<file path="config.mk">
export PLATFORM = sky130hd
export DESIGN_NAME = gate_test_sequencer
export DESIGN_NICKNAME = d
export VERILOG_FILES = /design/src/rtl/gate_test_sequencer.sv
export SDC_FILE = /design/constraint.sdc
export NUM_CORES = 1
export LEC_CHECK = 0
export CORE_MARGIN = 2
export CORE_UTILIZATION = 40
export CTS_CLUSTER_DIAMETER = 60
export DETAILED_ROUTE_END_ITERATION = 7
export HOLD_SLACK_MARGIN = 0.05
export PLACE_DENSITY_LB_ADDON = 0.15
export RECOVER_POWER = 25
export SLEW_MARGIN = 30
export SYNTH_ARGS = -nofsm -noshare
export SYNTH_HDL_FRONTEND = slang
export SYNTH_SLANG_ARGS = --single-unit
</file>
<file path="constraint.sdc">
create_clock -name clk -period 2.3 [get_ports clk]
set_input_delay 0.46 -clock clk [delete_from_list [all_inputs] [get_ports clk]]
set_output_delay 0.46 -clock clk [all_outputs]
set_load 0.02 [all_outputs]
</file>
<file path="src/rtl/gate_test_sequencer.sv">
// gate_test_sequencer
//
// Runs an exhaustive 4-vector functional test on a 2-input logic gate.
// For each vector index idx = {A,B} = 0..3 it drives A/B, waits
// SETTLE_CYCLES cycles for the gate to settle, then samples Y. Y is
// compared against TRUTH[idx], and each mismatching vector is counted.
// A one-cycle done pulse marks the end of a pass. pass reports whether
// that pass had zero mismatches.
//
// Parameters:
//   SETTLE_CYCLES  cycles waited between driving a vector and sampling Y (0..15)
//   TRUTH          expected Y per vector index (bit n <-> A=n[1], B=n[0])
//
// Ports:
//   clk      sole clock, rising edge
//   rst      asynchronous active-high reset
//   start    request a test pass (only honoured while idle)
//   abort    terminate a running pass without a done pulse
//   Y        output of the gate under test
//   A, B     registered gate inputs; they hold their last value between passes
//   busy     high whenever a pass is in progress (any state but IDLE)
//   done     one-cycle pulse when a pass completes
//   pass     last completed pass had zero mismatches (cleared on start/abort)
//   err_cnt  mismatching vectors seen in the current/last pass
//
// Optional feature (macro GATE_TEST_SEQUENCER_ERRLOG_EN):
//   first_err_idx    vector index of the first mismatch in the pass
//   first_err_valid  a mismatch has been captured since the last start

module gate_test_sequencer #(
    parameter int unsigned SETTLE_CYCLES = 2,
    parameter logic [3:0]  TRUTH         = 4'b0111
) (
    input  logic       clk,
    input  logic       rst,
    input  logic       start,
    input  logic       abort,
    input  logic       Y,
    output logic       A,
    output logic       B,
    output logic       busy,
    output logic       done,
    output logic       pass,
    output logic [2:0] err_cnt
`ifdef GATE_TEST_SEQUENCER_ERRLOG_EN
    ,
    output logic [1:0] first_err_idx,
    output logic       first_err_valid
`endif
);

    typedef enum logic [2:0] {
        IDLE   = 3'd0,
        APPLY  = 3'd1,
        SETTLE = 3'd2,
        SAMPLE = 3'd3,
        DONE   = 3'd4
    } state_t;

    localparam logic [3:0] SETTLE_LOAD = 4'(SETTLE_CYCLES);

    state_t     state_reg;
    logic [1:0] idx_reg;
    logic [3:0] settle_cnt_reg;

    logic       mismatch;
    logic [2:0] err_cnt_next;
    logic [1:0] idx_next;

    assign mismatch     = (Y != TRUTH[idx_reg]);
    assign err_cnt_next = err_cnt + {2'b00, mismatch};
    assign idx_next     = idx_reg + 2'd1;

    always_ff @(posedge clk or posedge rst) begin
        if (rst) begin
            state_reg      <= IDLE;
            idx_reg        <= 2'd0;
            settle_cnt_reg <= 4'd0;
            A              <= 1'b0;
            B              <= 1'b0;
            busy           <= 1'b0;
            done           <= 1'b0;
            pass           <= 1'b0;
            err_cnt        <= 3'd0;
`ifdef GATE_TEST_SEQUENCER_ERRLOG_EN
            first_err_idx   <= 2'd0;
            first_err_valid <= 1'b0;
`endif
        end else begin
            // done is a pulse: only the SAMPLE->DONE transition raises it.
            done <= 1'b0;

            if (abort && (state_reg != IDLE)) begin
                // err_cnt and A/B deliberately keep their values.
                state_reg <= IDLE;
                busy      <= 1'b0;
                pass      <= 1'b0;
            end else begin
                case (state_reg)
                    IDLE: begin
                        if (start) begin
                            state_reg <= APPLY;
                            idx_reg   <= 2'd0;
                            A         <= 1'b0;
                            B         <= 1'b0;
                            err_cnt   <= 3'd0;
                            pass      <= 1'b0;
                            busy      <= 1'b1;
`ifdef GATE_TEST_SEQUENCER_ERRLOG_EN
                            first_err_idx   <= 2'd0;
                            first_err_valid <= 1'b0;
`endif
                        end
                    end

                    APPLY: begin
                        settle_cnt_reg <= SETTLE_LOAD;
                        state_reg      <= (SETTLE_CYCLES != 0) ? SETTLE : SAMPLE;
                    end

                    SETTLE: begin
                        // Counter enters holding SETTLE_CYCLES; leaving on 1
                        // makes the state last exactly that many cycles.
                        if (settle_cnt_reg != 4'd0) begin
                            settle_cnt_reg <= settle_cnt_reg - 4'd1;
                        end
                        if (settle_cnt_reg <= 4'd1) begin
                            state_reg <= SAMPLE;
                        end
                    end

                    SAMPLE: begin
                        err_cnt <= err_cnt_next;
`ifdef GATE_TEST_SEQUENCER_ERRLOG_EN
                        if (mismatch && !first_err_valid) begin
                            first_err_idx   <= idx_reg;
                            first_err_valid <= 1'b1;
                        end
`endif
                        if (idx_reg == 2'd3) begin
                            // pass must include this final sample, so use
                            // the updated count rather than the register.
                            state_reg <= DONE;
                            done      <= 1'b1;
                            pass      <= (err_cnt_next == 3'd0);
                        end else begin
                            state_reg <= APPLY;
                            idx_reg   <= idx_next;
                            A         <= idx_next[1];
                            B         <= idx_next[0];
                        end
                    end

                    DONE: begin
                        state_reg <= IDLE;
                        busy      <= 1'b0;
                    end

                    default: begin
                        state_reg <= IDLE;
                        busy      <= 1'b0;
                    end
                endcase
            end
        end
    end

endmodule

</file>
==> impl_metrics.tcl <==
set metrics [dict create \
    drive_above_1_share_pct 11.21 \
    htree_num_levels 1 \
    cts_setup_buffers 0 \
    fin_setup_tns_ns 0 \
    syn-num-nets 106 \
    io_pins 13 \
    syn_to_final_growth_pct 16.62 \
    final_area_mm2 0.001124 \
    tightest_slew_ns 0.5951 \
    holdCritPathClass "reg -> reg" \
    placed_cell_area_mm2 0.001096 \
    grt_pass1_vias 718 \
    layout.nets 119 \
    p_leak_nw 0.5098 \
    synth_top_cell_by_area "dfrtp_1" \
    skew_ns 0.01654 \
    root_buffer "clkbuf_4" \
    gp_routability_congestion 0.8087 \
    track_usage_pct 16.41 \
    port_buffers 12 \
    ys_seq_area_share_pct 38.96 \
    route.detailed.drc 0 \
    yosysWarnings 0 \
    cts_tree "yes" \
    clock-sinks 15 \
    synthArstFlopShare_pct 100.0 \
    drt-total-wl_um 1933 \
    drt_iter0_markers 6 \
    cts_buffers 3 \
    initial_core_util_pct 42.73 \
    dr.pass1.iters 4 \
    coreArea_mm2 0.002255 \
    dieArea_mm2 0.002817 \
    grt-ovfl-total 0 \
    syn-cell-area_um2 963.4 \
    rsz0062_at_grt "no" \
    relSlewSlack_pct 60.33 \
    viasPerCell 5.607 \
    dp.final_hpwl_um 1372 \
    synth_top_flop_cell "dfrtp_1" \
    cap_violations 0 \
    post_cts_resized 0 \
    syn_area_per_cell_um2 10.14 \
    vdd_ir_drop_max_mv 0.5554 \
    finalSetupViolCount 0 \
    hold_buffers 0 \
    crit_arrival_ns 2.19 \
    period_needed_ns 1.969 \
    grt_pass1_wl_um 3318 \
    avgRoutedWirePerCell_um 14.32 \
    clkTransAtPathRegs_ns 0.10 \
    die_w_um 53.08 \
    cp.required_ns 2.52 \
    slew_viol_final 0 \
    grt_start_max_net_pins 19 \
    rows 17 \
    path_max_fanout 4 \
    diodes 0 \
    largest_reg_flops 4 \
    outcome "completed" \
    synth_top_area_share_pct 38.96 \
    crit_path_start_kind "register" \
    post_synth_num_cell_types 39 \
    antenna_left 0 \
    dr_total_vias 757 \
    finalCritPeriodShare_pct 85.60 \
    die_y_um 53.08 \
    antenna_found_initial 0 \
    synthTopCellsByArea "dfrtp_1, ha_1, mux2_2" \
    ys_seq_elements 15 \
    hold_viol 0 \
    p_per_area_mw_per_mm2 981.8 \
    synth_edf_count 0 \
    insertion_delay_ns 0.29 \
    crit_type "reg -> reg" \
    syn_inst 95 \
    clk_path_buf_depth 2 \
    timing.fmax_mhz 507.9 \
    end_kind "register" \
]
[routing by layer]
metal	up-vias	routed length, um	share of wire [%]	GRT usage, %
met5	-	0	0	0
met4	0	14	0.72	3.419
met3	2	60	3.1	6.215
met2	10	868	45	24.58
met1	365	989	51	22.38
li1	380	-	-	-
[power by group]
group | switching, mW | internal (mW)
Combinational | 0.250 | 0.249
Clock | 0.0837 | 0.0646
Sequential | 0.125 | 0.332
[worst max-delay path, cell delays in order, from the launching register on]
cell and delay (ns):
dfrtp_1 0.43, ha_1 0.22, xnor2_1 0.13, ha_1 0.19, ha_1 0.27, or4_1 0.51
a21oi_1 0.15
[synthesized netlist by cell type, drive strengths merged, types with 2 or more instances]
master,n
nor3,4
a32oi,2
nor4b,2
a21o,2
inv,5
a21oi,4
xnor2,2
nor2b,2
dfrtp,15
nor3b,5
o21ai,5
nand2b,3
nand2,3
mux2,4
nor2,4
and4,2
ha,6
buf,5
nor4,2
[placed cells by master, fill, tap and decap left out, types with 2 or more instances in the layout]
master           count
nand2b_1             3
xnor2_1              2
o21ai_0              5
inv_1                5
dfrtp_1             15
clkbuf_4             3
nor3b_1              5
a32oi_1              2
nor4_1               2
ha_1                 6
clkdlybuf4s50_1     11
nor3_1               4
nor2b_1              2
buf_4                2
nand2_1              3
mux2_2               4
nor2_1               4
a21o_1               2
nor4b_1              2
a21oi_1              4
and4_1               2
[worst paths after layout]
| kind | slack, ns | cells past startpoint | from | end |
|---|---|---|---|---|
| min in group asynchronous | 0.65 | 2 | rst | A$_DFFE_PP0P_ |
| min reg2reg | 0.53 | 2 | pass$_DFFE_PP0P_ | pass$_DFFE_PP0P_ |
| max | 0.33 | 6 | A$_DFFE_PP0P_ | pass$_DFFE_PP0P_ |
| min | 0.53 | 2 | pass$_DFFE_PP0P_ | pass$_DFFE_PP0P_ |
| max in group asynchronous | 1.25 | 2 | rst | settle_cnt_reg[3]$_DFFE_PP0P_ |
| max reg2reg | 0.33 | 6 | A$_DFFE_PP0P_ | pass$_DFFE_PP0P_ |
[final cells by class]
| cell class | instances | area, um2 |
|---|---|---|
| multi-input cells | 69 | 531.8 |
| fillers | 233 | 1131 |
| clock buffers | 3 | 22.52 |
| well taps | 28 | 35.03 |
| repair buffers | 14 | 135.1 |
| flip-flops and latches | 15 | 375.4 |
| clock inverters | 1 | 5.005 |
| inverters | 5 | 18.77 |
[metrics by stage]
stage,util (%),hold WS [ns],cells,total power [mW],worst slack (ns)
CTS,49.83,0.5327,135,1.114,0.3227
global route,49.83,0.5776,135,1.204,0.1809
finish,49.83,0.5259,135,1.103,0.3311
floorplan,-,0.3615,95,0.8391,0.3295
global placement,48.61,0.5104,131,0.9439,0.1098
detailed placement,48.61,0.5175,131,0.9587,0.09134
[cell families (layout without fill, tap and decap cells)]
logic type	after synthesis	count (layout)	share of synthesized area [%]
AO/OA/AOI/OAI	23	23	16.75
XOR/XNOR	3	3	2.728
adder cells (fa/ha/maj)	6	6	7.792
buffers and inverters	11	23	5.844
flip-flops	15	15	38.96
multiplexers	4	4	4.675
AND/OR/NAND/NOR	33	33	23.25
Note: power is estimated with default switching activity, not from simulation.
